`config.mk`:
```
export PLATFORM = sky130hd
export DESIGN_NAME = msk_share_encoder
export DESIGN_NICKNAME = d
export VERILOG_FILES = /design/src/rtl/msk_pkg.sv /design/src/rtl/msk_rnd_gather.sv /design/src/rtl/msk_share_encoder.sv
export SDC_FILE = /design/constraint.sdc
export NUM_CORES = 1
export LEC_CHECK = 0
export CORE_UTILIZATION = 25
export CTS_CLUSTER_DIAMETER = 150
export DETAILED_ROUTE_END_ITERATION = 10
export DONT_BUFFER_PORTS = 1
export GPL_TIMING_DRIVEN = 0
export MAX_ROUTING_LAYER = met4
export PLACE_DENSITY = 0.35
export SLEW_MARGIN = 20
export SYNTH_ARGS = -nofsm -noshare
export SYNTH_HDL_FRONTEND = slang
export SYNTH_SLANG_ARGS = --single-unit
```
`constraint.sdc`:
```
create_clock -name clk -period 1.7 [get_ports clk]
set_clock_uncertainty 0.1 [all_clocks]
set_input_delay 0.17 -clock clk [delete_from_list [all_inputs] [get_ports clk]]
set_output_delay 0.17 -clock clk [all_outputs]
set_load 0.005 [all_outputs]
```
`src/rtl/msk_pkg.sv`:
```
// Shared definitions for the masked datapath: randomness sizing, bit-sliced
// share indexing and the share-encoder FSM state encoding.
package msk_pkg;

    typedef enum logic [1:0] {
        StFill = 2'd0,
        StLoad = 2'd1,
        StOut  = 2'd2
    } msk_enc_state_e;

    // Number of RW-bit beats needed to cover the (d-1)*W fresh random bits of one word.
    function automatic int unsigned n_rnd_beats(input int unsigned d,
                                                input int unsigned w,
                                                input int unsigned rw);
        return ((d - 1) * w + rw - 1) / rw;
    endfunction

    // Position of share k of bit i in a bit-sliced d-share vector.
    function automatic int unsigned sh_idx(input int unsigned i,
                                           input int unsigned k,
                                           input int unsigned d);
        return d * i + k;
    endfunction

endpackage

```
`src/rtl/msk_rnd_gather.sv`:
```
// Collects NB beats of PRNG output into an (d-1)*W-bit buffer, one beat per
// accepted handshake, and pulses last_o on the beat that completes the buffer.
module msk_rnd_gather
    import msk_pkg::*;
#(
    parameter int unsigned d  = 2,
    parameter int unsigned W  = 32,
    parameter int unsigned RW = 32
) (
    input  logic                  clk_i,
    input  logic                  rst_ni,
    input  logic                  en_i,
    input  logic                  clear_i,
    input  logic [RW-1:0]         rnd_i,
    input  logic                  rnd_valid_i,
    output logic                  rnd_ready_o,
    output logic                  last_o,
    output logic [(d-1)*W-1:0]    buf_o
);

    localparam int unsigned NR = (d - 1) * W;
    localparam int unsigned NB = n_rnd_beats(d, W, RW);
    localparam int unsigned CW = $clog2(NB + 1);

    logic [CW-1:0] cnt_q, cnt_d;
    logic          full_q, full_d;
    logic [NR-1:0] buf_q, buf_d;
    logic          fire;

    assign rnd_ready_o = en_i & ~full_q;
    assign fire        = rnd_ready_o & rnd_valid_i;
    assign last_o      = fire && (cnt_q == CW'(NB - 1));
    assign buf_o       = buf_q;

    always_comb begin
        cnt_d  = cnt_q;
        full_d = full_q;
        buf_d  = buf_q;
        if (clear_i) begin
            // Buffer is spent once a word has been shared with it.
            cnt_d  = '0;
            full_d = 1'b0;
            buf_d  = '0;
        end else if (fire) begin
            // Bits of the last beat beyond NR have no destination and are dropped.
            for (int j = 0; j < int'(NR); j++) begin
                if (cnt_q == CW'(j / int'(RW))) begin
                    buf_d[j] = rnd_i[j % int'(RW)];
                end
            end
            if (last_o) begin
                cnt_d  = '0;
                full_d = 1'b1;
            end else begin
                cnt_d = cnt_q + CW'(1);
            end
        end
    end

    always_ff @(posedge clk_i) begin
        if (!rst_ni) begin
            cnt_q  <= '0;
            full_q <= 1'b0;
            buf_q  <= '0;
        end else begin
            cnt_q  <= cnt_d;
            full_q <= full_d;
            buf_q  <= buf_d;
        end
    end

endmodule

```
`src/rtl/msk_share_encoder.sv`:
```
// Turns unmasked W-bit words into bit-sliced d-share Boolean sharings using
// fresh PRNG randomness; plaintext only ever feeds the share-0 XOR tree.
module msk_share_encoder
    import msk_pkg::*;
#(
    parameter int unsigned d  = 2,
    parameter int unsigned W  = 32,
    parameter int unsigned RW = 32
) (
    input  logic             clk,
    input  logic             rst_n,
    input  logic [W-1:0]     data_in,
    input  logic             in_valid,
    output logic             in_ready,
    input  logic [RW-1:0]    rnd_in,
    input  logic             rnd_valid,
    output logic             rnd_ready,
    output logic [d*W-1:0]   sh_out,
    output logic             out_valid,
    input  logic             out_ready
);

    localparam int unsigned NR = (d - 1) * W;

    msk_enc_state_e state_q, state_d;
    logic           run_q;
    logic [d*W-1:0] sh_q, sh_d;
    logic [NR-1:0]  rnd_buf;
    logic           gather_en;
    logic           accept;
    logic           last_beat;

    msk_rnd_gather #(
        .d  (d),
        .W  (W),
        .RW (RW)
    ) u_gather (
        .clk_i       (clk),
        .rst_ni      (rst_n),
        .en_i        (gather_en),
        .clear_i     (accept),
        .rnd_i       (rnd_in),
        .rnd_valid_i (rnd_valid),
        .rnd_ready_o (rnd_ready),
        .last_o      (last_beat),
        .buf_o       (rnd_buf)
    );

    // Handshake outputs come from state flops only; run_q keeps rnd_ready low
    // during the reset cycle itself.
    always_comb begin
        state_d   = state_q;
        gather_en = 1'b0;
        in_ready  = 1'b0;
        out_valid = 1'b0;
        unique case (state_q)
            StFill: begin
                gather_en = run_q;
                if (last_beat) begin
                    state_d = StLoad;
                end
            end
            StLoad: begin
                in_ready = 1'b1;
                if (in_valid) begin
                    state_d = StOut;
                end
            end
            StOut: begin
                out_valid = 1'b1;
                if (out_ready) begin
                    state_d = StFill;
                end
            end
            default: state_d = StFill;
        endcase
    end

    assign accept = in_ready & in_valid;

    always_comb begin
        logic acc;
        sh_d = '0;
        acc  = 1'b0;
        for (int unsigned i = 0; i < W; i++) begin
            acc = data_in[i];
            for (int unsigned k = 1; k < d; k++) begin
                sh_d[sh_idx(i, k, d)] = rnd_buf[(k - 1) * W + i];
                acc = acc ^ rnd_buf[(k - 1) * W + i];
            end
            sh_d[sh_idx(i, 0, d)] = acc;
        end
    end

    always_ff @(posedge clk) begin
        if (!rst_n) begin
            state_q <= StFill;
            run_q   <= 1'b0;
            sh_q    <= '0;
        end else begin
            state_q <= state_d;
            run_q   <= 1'b1;
            if (accept) begin
                sh_q <= sh_d;
            end
        end
    end

    assign sh_out = sh_q;

endmodule

```
-- After elaboration in Yosys (flattened, before gate mapping)
Index checks and enable logic that the tools add are counted.
Widths: inputs -> output; s select.
- register bits after elaboration: 101
- input bits: 69
- output and inout port bits: 67
- logic and storage cells: 65
- add/sub/neg operators: 1
- eq/ne operators: 5
- mux-type cells: 9
- bitwise operators: 38
- reductions and logical operators: 6
- operators by type and width (operator ; number):
    $xor 1x1->1 ; 32
    $mux 2 ; 3
    $ne 2x2->1 const B ; 3
    $pmux 2 s3 ; 1
    $mux 1 ; 5
    $reduce_and 2->1 ; 2
    $and 1x1->1 ; 3
    $not 1->1 ; 3
    $reduce_and 3->1 ; 1
    $eq 2x1->1 const B ; 1
    $eq 2x2->1 const B ; 1
    $logic_not 2->1 ; 1
    $reduce_or 2->1 ; 1
    $add 1x1->1 const B ; 1
    $logic_and 1x1->1 ; 1

-- Longest topological paths before layout
Gate-level depths: netlist of run 1.
- depth in word-level cells: 7
- depth in mapped cells: 6
- gate-level depth less buffers: 4

-- Hierarchy
Synthesis of run 1 repeated with hierarchy kept, for this count alone.
- cells, all modules: 413
- area total of the unflattened synthesis: 4305.4 µm²
- by module, submodules not included (module ; times used ; cells an instance ; area an instance (µm²)):
    msk_share_encoder ; 1 ; 259 ; 2646.3
    msk_rnd_gather ; 1 ; 154 ; 1659.1

-- Worst setup path after synthesis of run 1
OpenSTA, ideal clock, no wires.
- path type: register -> register
- start: register state_q[0]
- end: register u_gather.buf_q[10], in the netlist u_gather.buf_o[10]
- library setup time: 0.132 ns
- arrival time: 1.328 ns
- data required time: 1.468 ns
- slack: 0.140 ns
- cell stages (with the launch flop): 6
- period minus slack after synthesis: 1.560 ns
- cells stage by stage: dfxtp_1 or4b_1 buf_6 buf_6 o21ai_0 a21oi_1
- cells in the longest elaborated chain, start to end: 5
- elaborated cells on any way between the ends: 9
- those cells by class: eq/ne (1); mux (2); bitwise (3); reduce/logical (3)
- ends and longest elaborated chain (element ; RTL line ; source):
    start: declaration ; msk_share_encoder.sv:25 ; msk_enc_state_e state_q, state_d;
    start signal: assignment ; msk_share_encoder.sv:97 ; state_q <= StFill;
    start signal: assignment ; msk_share_encoder.sv:101 ; state_q <= state_d;
    $logic_not 2->1 ; msk_share_encoder.sv:56 ; unique case (state_q)
    $mux 1 ; msk_share_encoder.sv:56 ;
    $and 1x1->1 ; msk_rnd_gather.sv:30 ; assign rnd_ready_o = en_i & ~full_q;
    $and 1x1->1 ; msk_rnd_gather.sv:31 ; assign fire = rnd_ready_o & rnd_valid_i;
    $reduce_and 2->1 (no source line) ; - ;
    end signal: assignment ; msk_rnd_gather.sv:68 ; buf_q <= buf_d;
    end: declaration ; msk_rnd_gather.sv:27 ; logic [NR-1:0] buf_q, buf_d;
Parallel ways exist; a longest one is shown, timed or not.
A chain may end at the register's enable or synchronous reset.

-- Final worst setup path of run 1
- start: register state_q[0]
- end: output port rnd_ready
- cells in the longest elaborated chain, start to end: 3
- ends and longest elaborated chain (element ; RTL line ; source):
    $logic_not 2->1 ; msk_share_encoder.sv:56 ;
    $mux 1 ; msk_share_encoder.sv:56 ;
    $and 1x1->1 ; msk_rnd_gather.sv:30 ;
    end: declaration ; msk_share_encoder.sv:17 ; output logic rnd_ready,
No other way between the ends.

==> impl_metrics.json, run 1 <==
{
  "synthTopCellsByArea": "dfxtp_1 (50%), nand2_1 (9.0%), o211a_1 (7.9%), xnor2_1 (6.9%), a21boi_0 (6.0%)",
  "wl_per_cell_um": 17.4,
  "setup_tns_ps": -27.3,
  "slowest_stage": "or4b_4",
  "wl_um": 13000,
  "p_leak_nw": 2.23,
  "vias_per_cell": 4.59,
  "dp_hpwl_um": 8830,
  "synth_cell_type_count": 24,
  "yosysTopAreaCell": "dfxtp_1",
  "diodes": 0,
  "synth_most_common_cell": "dfxtp_1",
  "powerDensity_mw_per_mm2": 974,
  "avgSynthCellArea_um2": 9.07,
  "utilization_pct": 34.7,
  "seq_area_frac_synth_pct": 50.1,
  "ys_ff_latch": 101,
  "antenna_left": 0,
  "fin_crit_ps": 1730,
  "first_global_vias": 3464,
  "max_freq_ghz": 0.579,
  "path_cells": "or4b_4 -> inv_8 -> buf_8",
  "grt_pass1_wl_um": 19800,
  "htreeDepth": 3,
  "rsz0062_at_grt": "true",
  "dr.pass1.iters": 4,
  "holdCritStartpoint": "rnd_valid",
  "grt_usage_pct": 16.7,
  "critPathTopFamily": "simple AND/OR/NAND/NOR gates",
  "dpl_worst_slack_ps": -228,
  "final_cell_area_mm2": 0.00550,
  "clk_latency_ps": 350,
  "synth_fp_nets": 514,
  "clkSinkCount": 101,
  "min_period_over_period_pct": 102,
  "yosys-top-cells-count": "dfxtp_1 (101), nand2_1 (97), a21oi_1 (33)",
  "start_util_pct": 25.5,
  "tightest_slew_ps": 669,
  "syn_to_final_growth_pct": 36.2,
  "crit_type": "register to primary output",
  "final_layout_size_suffix_gt1_share_pct": 11.6,
  "drc": 0,
  "drtIter0Drc": 111,
  "synthArstFlopShare_pct": 0,
  "violations": "negative setup slack",
  "row_count": 46,
  "postSynthCellCount": 445,
  "antenna_found_initial": 0,
  "crit_arrival_ps": 1460,
  "cpPeakStageDelay_ps": 570,
  "fp.dieH_um": 129,
  "setup_viol_count_final": 1,
  "die_w_um": 129,
  "clk_pin_slew_ps": 70,
  "status": "finished, violations left",
  "cp-startpoint": "state_q[0]",
  "drv_slew": 0,
  "irDropWorstVdd_mv": 0.472,
  "yosys_warnings": 0,
  "ys.flop_type": "dfxtp_1",
  "grt_max_degree": 15,
  "slew_headroom_pct": 55.4,
  "ios": 136,
  "vias": 3444,
  "synth_edf_count": 0,
  "critPathBufInv": 2,
  "coreArea_mm2": 0.0158,
  "hold-worst-slack_ps": 143,
  "startpoint_type": "register",
  "fin_ws_ps": -27.3,
  "io_buffers": 0,
  "cp-end-kind": "primary output",
  "cts-root-buf": "clkbuf_16",
  "min_path_type": "primary input to register",
  "maxCapViolations": 0,
  "critPathMaxFanout": 5,
  "tritoncts": "yes",
  "clk_path_buf_depth": 2,
  "cts_buffers": 9,
  "post_dp_cell_area_mm2": 0.00431,
  "gp_congestion": 0.717,
  "cp.required_ps": 1430,
  "hold_viol_final": 0,
  "synth_area_mm2": 0.00404,
  "final_nets": 601,
  "die_area_mm2": 0.0167,
  "r2r-start": "state_q[0]",
  "synth_top_area_share_pct": 50.1,
  "grt-ovfl-total": 0
}
==> through the flow <==
stage	instances	power, mW
6_report	751	5.35
2_1_floorplan	445	2.88
5_1_grt	751	5.59
4_1_cts	749	5.39
3_5_place_dp	661	3.03
3_3_place_gp	661	3.02
==> worst reg2reg max path, delay by kind of cell, from the launching register on <==
kind,cells,cell delay [ps]
buffers and inverters,2,340
AND/OR/NAND/NOR,1,570
flip-flops,1,330
AO/OA/AOI/OAI,2,220
==> final timing paths <==
path	endpoint	slack, ps	cells after the start
setup reg to reg	u_gather.buf_o[21]	20	5
setup / recovery	rnd_ready	-30	3
hold / removal	u_gather.buf_o[31]	140	3
hold reg to reg	u_gather.cnt_q	340	2
==> sequential cells by signal, indices dropped and copies added, names as in the netlist <==
signal	count
u_gather.full_q	1
state_q	2
run_q	1
u_gather.cnt_q	1
u_gather.buf_o	32
sh_out	64
==> power by group <==
part / internal, mW / switching, mW
clock network: 1.25 / 0.904
logic: 0.355 / 0.322
registers: 2.45 / 0.0751
==> routing by layer <==
metal  share of wire (%)  vias up  global-route usage [%]
li1                    -     1693                       -
met1                  45     1626                    20.3
met2                  47      110                    26.9
met3                 5.8       15                    3.76
met4                 1.7        0                    6.44
met5                   0        -                       -
==> area by class of cell <==
type / count / area, um^2
flip-flops and latches: 101 / 2020
well taps: 216 / 270
fillers: 1661 / 10300
clock inverters: 1 / 30.0
multi-input cells: 303 / 1840
clock buffers: 13 / 270
plain buffers: 36 / 223
repair buffers: 78 / 823
inverters: 3 / 18.8
==> logic make-up after synthesis <==
group / synth area share [%]
flops: 50.1
buf+inv: 5.80
compound gates: 22.5
simple gates: 14.7
xor+xnor: 6.94
==> cell usage in the layout, fill, tap and decap left out, drive strengths merged, types with 3 or more instances in the layout <==
| master | n |
|---|---|
| o211a | 32 |
| buf | 22 |
| o21ai | 32 |
| dlygate4sd3 | 68 |
| xnor2 | 32 |
| inv | 3 |
| nand3 | 32 |
| a21boi | 32 |
| clkbuf | 37 |
| dfxtp | 101 |
| a21oi | 33 |
| nand2 | 97 |
| nor2b | 5 |
==> what timing repair did <==
item	CTS	global route
endpoints found under the setup margin	89	56
resized for setup	45	17
hold buffers	68	0
endpoints found under the hold margin	68	0
buffers inserted	6	1
pin swaps	1	1
gates cloned	1	2
(Power assumes the default switching activity.)
==> run 2: changes to the inputs <==
- SYNTH_HIERARCHICAL: default -> 1
==> run 2 against run 1 <==
The run now ends clean. Largest power group unchanged. Sequential power about the same. Die area increased by 6.6%. Critical endpoint is now u_gather/buf_o[5]. Worst setup slack improved by 150 ps. Routed wire length down 0.92%. Largest cell class unchanged.
==> impl_metrics.json, run 2 <==
{
  "status": "completed",
  "antenna_left": 0,
  "cts-root-buf": "clkbuf_16",
  "synth_most_common_cell": "dfxtp_1",
  "critPathTopFamily": "buffers and inverters",
  "postSynthCellCount": 413,
  "row_count": 47,
  "grt_max_degree": 22,
  "tightest_slew_ps": 552,
  "grt_pass1_wl_um": 20400,
  "first_global_vias": 3518,
  "yosys-top-cells-count": "dfxtp_1 (101), nand3b_1 (65), mux2i_1 (33)",
  "path_cells": "and3b_4 -> buf_12 -> buf_8 -> clkbuf_4 -> nand3b_1 -> mux2i_1",
  "diodes": 0,
  "crit_type": "register to register",
  "crit_arrival_ps": 1710,
  "fp.dieH_um": 133,
  "synthTopCellsByArea": "dfxtp_1 (47%), nand3b_1 (11%), mux2i_1 (7.7%), xnor2_1 (6.5%), o2bb2ai_1 (5.5%)",
  "switching_share_pct": 24.4,
  "final_nets": 561,
  "vias": 3303,
  "drtIter0Drc": 160,
  "p_leak_nw": 1.90,
  "holdCritStartpoint": "rst_n",
  "dp_hpwl_um": 8990,
  "p_int_mw": 3.91,
  "wl_um": 12900,
  "seq_area_frac_synth_pct": 47.0,
  "cpPeakStageDelay_ps": 340,
  "largest_reg_flops": 64,
  "irDropWorstVdd_mv": 0.552,
  "drc": 0,
  "setup_tns_ps": 0,
  "io_buffers": 0,
  "drv_slew": 0,
  "nFillCells": 1727,
  "mostFrequentLayoutCells": "dfxtp_1 (99), dlygate4sd3_1 (68), nand3b_1 (65)",
  "synth_edf_count": 0,
  "final_layout_size_suffix_gt1_share_pct": 11.5,
  "grt_usage_pct": 15.7,
  "fin_ws_ps": 124,
  "synth_fp_nets": 482,
  "hold_depth": 3,
  "min_period_over_period_pct": 92.7,
  "clk_latency_ps": 350,
  "slew_headroom_pct": 63.2,
  "r2r_end": "u_gather/buf_o[5]",
  "coreArea_mm2": 0.0167,
  "die_w_um": 133,
  "clkSinkCount": 101,
  "seq_area_mm2": 0.00202,
  "rsz0062_at_grt": "false",
  "final_cell_area_mm2": 0.00558,
  "antenna_found_initial": 0,
  "power_frac_seq_pct": 48.6,
  "hold_viol_final": 0,
  "vias_per_cell": 4.61,
  "dpl_worst_slack_ps": -587,
  "fin_crit_ps": 1580,
  "yosysTopAreaCell": "dfxtp_1",
  "tritoncts": "yes",
  "reg2reg_setup_slack_ps": 120,
  "worst-r2r-cell-count": 6,
  "critPathBufInv": 3,
  "ys_ff_latch": 101,
  "htreeDepth": 3,
  "critPathMaxFanout": 21,
  "slowest_stage": "dfxtp_2",
  "clk_pin_slew_ps": 70,
  "grt-ovfl-total": 0,
  "dr.pass1.iters": 4,
  "start_util_pct": 25.8,
  "finalPower_mw": 5.17,
  "maxCapViolations": 0,
  "cts_buffers": 9,
  "synthArstFlopShare_pct": 0,
  "powerDensity_mw_per_mm2": 926,
  "clockPowerShare_pct": 39.9,
  "ys.flop_type": "dfxtp_1",
  "utilization_pct": 33.4,
  "r2r-start": "state_q[1]",
  "startpoint_type": "register",
  "multi_input_area_mm2": 0.00196,
  "final_common_cell": "dfxtp_1",
  "wl_per_cell_um": 18.1,
  "post_dp_cell_area_mm2": 0.00458,
  "avgSynthCellArea_um2": 10.4,
  "max_freq_ghz": 0.634,
  "clk_path_buf_depth": 2,
  "setup_viol_count_final": 0,
  "hold_end": "sh_out[31]",
  "min_path_type": "primary input to register",
  "yosys_warnings": 6,
  "power_switching_mw": 1.26,
  "synth_cell_type_count": 29,
  "gp_congestion": 0.713,
  "cp-end-kind": "register",
  "synth_area_mm2": 0.00431,
  "synth_top_area_share_pct": 47.0,
  "ios": 136,
  "die_area_mm2": 0.0178,
  "syn_to_final_growth_pct": 29.7,
  "cp.required_ps": 1830,
  "pwr-share-comb_pct": 11.4
}
[run 2: changes by cell type after synthesis, moves of 27 or more]
cell	previous run	this run
mux2i_1	0	33
o2bb2ai_1	0	27
a21oi_1	33	1
o211a_1	32	1
a21boi_0	32	0
nand2_1	97	32
nand3b_1	1	65
[run 2: power by group through the flow]
stage	registers [mW]	clock network (mW)	logic (mW)
3_3_place_gp	2.57	0	0.449
3_5_place_dp	2.57	0	0.457
5_1_grt	2.53	2.24	0.649
2_1_floorplan	2.54	0	0.357
4_1_cts	2.52	2.16	0.603
6_report	2.52	2.06	0.591
[run 2: worst max path at each step]
stage	startpoint	end	slack, ps	cells after the start
floorplan	state_q[1]	u_gather/buf_o[0]	3	7
global placement	state_q[1]	u_gather/buf_o[22]	-560	7
detailed placement	state_q[1]	u_gather/buf_o[0]	-590	7
CTS	state_q[1]	u_gather/buf_o[7]	4	6
global route	state_q[1]	state_q[0]	20	6
finish	state_q[1]	u_gather/buf_o[5]	120	6
[run 2: final cells by class]
cell class / instances / area share [%]
buffer: 38 / 6.25
clock inverter: 3 / 0.851
tap: 220 / 4.93
inverter: 2 / 0.134
clock buffer: 12 / 4.23
multi-input combinational: 271 / 35.0
timing repair buffer: 69 / 12.3
sequential: 101 / 36.3
[run 2: what timing repair did]
| action | CTS | global route |
|---|---|---|
| setup endpoints to repair | 34 | 38 |
| gates resized for setup | 12 | 6 |
| buffers inserted | 1 | 0 |
| cloned | 0 | 0 |
| hold buffers | 68 | 0 |
| hold endpoints to repair | 68 | 0 |
[run 2: layer usage]
| metal | part of all wire [%] | vias up | wire length (um) | global-route usage [%] |
|---|---|---|---|---|
| li1 | - | 1610 | - | - |
| met1 | 48 | 1573 | 6150 | 20.3 |
| met2 | 45 | 103 | 5820 | 23.8 |
| met3 | 5.8 | 17 | 755 | 4.03 |
| met4 | 1.6 | 0 | 203 | 5.37 |
| met5 | 0 | - | 0 | - |
[run 2: kinds of logic (layout without fill, tap and decap cells)]
| kind of cell | after synthesis | after routing | synth area share, % |
|---|---|---|---|
| flops | 101 | 101 | 47.0 |
| xor+xnor | 32 | 32 | 6.51 |
| mux | 33 | 33 | 7.67 |
| buf+inv | 41 | 124 | 7.61 |
| simple gates | 139 | 139 | 19.8 |
| compound gates | 67 | 67 | 11.5 |
[run 2: worst register-to-register path: stages, from the launching register on]
cell      delay (ps)
dfxtp_2          340
and3b_4          320
buf_12           180
buf_8            150
clkbuf_4         180
nand3b_1         120
mux2i_1           70
[run 2: metrics by stage]
stage,hold WS (ps),cells
after global placement,98.4,633
final,87.9,716
after global routing,105,716
after detailed placement,98.4,633
after CTS,74.1,716
after floorplan,97.7,413
==> run 3: changes to the inputs <==
- CTS_BUF_LIST: default -> sky130_fd_sc_hd__clkbuf_4 sky130_fd_sc_hd__clkbuf_8 sky130_fd_sc_hd__clkbuf_16
- SYNTH_HIERARCHICAL: 1 -> default
==> run 3 against run 2 <==
The flow now finishes with violations (negative setup slack). Sequential cell count is the same. Non-clock buffer count grew 4. Fmax shrank 7.7%. Die area shrank 6.2%. Largest power group unchanged.
==> impl_metrics.json, run 3 (same netlist as run 1, synthesis figures left out) <==
{
  "crit_type": "register to primary output",
  "vias": 3421,
  "fp.dieH_um": 129,
  "crit_arrival_ps": 1440,
  "clkSinkCount": 101,
  "fin_crit_ps": 1710,
  "cpPeakStageDelay_ps": 580,
  "cp-end-kind": "primary output",
  "vias_per_cell": 4.57,
  "min_period_over_period_pct": 100,
  "critPathMaxFanout": 5,
  "utilization_pct": 34.1,
  "post_dp_cell_area_mm2": 0.00431,
  "min_path_type": "primary input to register",
  "violations": "negative setup slack",
  "hold_viol_final": 0,
  "die_w_um": 129,
  "wl_um": 12900,
  "r2r_end": "u_gather.buf_o[6]",
  "final_layout_size_suffix_gt1_share_pct": 10.9,
  "setup_tns_ps": -7.13,
  "max_freq_ghz": 0.586,
  "irDropWorstVdd_mv": 0.469,
  "rsz0062_at_grt": "true",
  "grt-ovfl-total": 0,
  "grt_pass1_wl_um": 19600,
  "coreArea_mm2": 0.0158,
  "reg2reg_setup_slack_ps": 20,
  "worst-path-stages": 3,
  "cp-endpoint": "rnd_ready",
  "drtIter0Drc": 111,
  "slew_headroom_pct": 58.0,
  "hold_depth": 3,
  "dp_hpwl_um": 8830,
  "htreeDepth": 3,
  "critPathBufInv": 2,
  "startpoint_type": "register",
  "clk_pin_slew_ps": 70,
  "final_cell_area_mm2": 0.00540,
  "mostFrequentLayoutCells": "dfxtp_1 (100), nand2_1 (96), dlygate4sd3_1 (68)",
  "worst-r2r-cell-count": 5,
  "clk_latency_ps": 340,
  "largest_reg_flops": 64,
  "dr.pass1.iters": 4,
  "antenna_found_initial": 0,
  "tightest_slew_ps": 630,
  "fin_ws_ps": -7.13,
  "status": "finished, violations left",
  "gp_congestion": 0.717,
  "cp-startpoint": "u_gather.full_q",
  "holdCritStartpoint": "rnd_valid",
  "wl_per_cell_um": 17.3,
  "die_area_mm2": 0.0167,
  "critPathTopFamily": "simple AND/OR/NAND/NOR gates",
  "r2r-start": "u_gather.full_q",
  "antenna_left": 0,
  "drc": 0,
  "powerDensity_mw_per_mm2": 979,
  "setup_viol_count_final": 1,
  "grt_max_degree": 15,
  "start_util_pct": 25.5,
  "cts-root-buf": "clkbuf_16",
  "cp.required_ps": 1430,
  "final_common_cell": "dfxtp_1",
  "ios": 136,
  "drv_slew": 0,
  "path_cells": "or4b_4 -> inv_8 -> buf_8",
  "row_count": 46,
  "io_buffers": 0,
  "nFillCells": 1667,
  "final_nets": 598,
  "first_global_vias": 3432,
  "syn_to_final_growth_pct": 33.8,
  "grt_usage_pct": 16.6,
  "p_leak_nw": 2.19,
  "clk_path_buf_depth": 2,
  "maxCapViolations": 0,
  "slowest_stage": "or4b_4",
  "tritoncts": "yes",
  "cts_buffers": 9,
  "diodes": 0
}
run 3: changes by cell type in the layout (fill, tap and decap cells not counted), moves of 6 or more:
cell	before	now
o21ai_1	8	23
mux2i_1	33	0
nand3b_1	65	1
o2bb2ai_1	27	0
o21ai_0	24	2
o211a_1	1	32
a21oi_1	1	32
o21ai_2	0	7
buf_6	9	2
clkbuf_2	4	10
a21boi_0	0	32
buf_4	2	9
nand2_1	32	96
run 3: routing by layer:
| metal | GRT usage [%] | wire [um] | up-vias |
|---|---|---|---|
| met3 | 3.76 | 739 | 11 |
| li1 | - | - | 1680 |
| met1 | 20.2 | 5860 | 1637 |
| met2 | 26.7 | 6140 | 93 |
| met4 | 6.23 | 176 | 0 |
| met5 | - | 0 | - |
run 3: metrics by stage:
stage,hold WS [ps],power [mW],std cells,setup WS (ps)
6_report,154,5.29,748,-7.13
5_1_grt,157,5.54,748,-57.4
4_1_cts,137,5.39,746,-86.0
3_5_place_dp,98.4,3.03,661,-228
3_3_place_gp,98.4,3.02,661,-199
2_1_floorplan,97.7,2.88,445,140
run 3: worst min path at each step:
stage	to	slack, ps
2_1_floorplan	run_q	100
3_3_place_gp	run_q	100
3_5_place_dp	run_q	100
4_1_cts	u_gather.buf_o[31]	140
5_1_grt	u_gather.buf_o[31]	160
6_report	u_gather.buf_o[31]	150
run 3: layout make-up:
class,count,area [um^2],share of cell area (%)
plain buffers,34,193,3.57
clock buffers,13,274,5.07
inverters,3,18.8,0.348
repair buffers,77,768,14.2
clock inverters,1,30.0,0.556
well taps,216,270,5.00
flip-flops and latches,101,2020,37.5
multi-input cells,303,1820,33.8
run 3: worst min-delay path: cells and delay by family:
kind / cells / cell delay, ps
AOI/OAI and AO/OA: 2 / 240
and+or+nand+nor: 1 / 130
run 3: what timing repair did:
action | 4_1_cts | 5_1_grt
cloned | 1 | 0
hold buffers | 68 | 0
hold endpoints to repair | 68 | 0
pin swaps | 1 | 1
setup buffers | 4 | 4
setup endpoints to repair | 89 | 56
resized for setup | 45 | 10
run 3: power by group:
group	leakage (nW)	switching, mW	total [mW]	internal, mW
clock network	0.151	0.885	2.15	1.26
logic	1.22	0.306	0.616	0.310
registers	0.820	0.0742	2.52	2.45
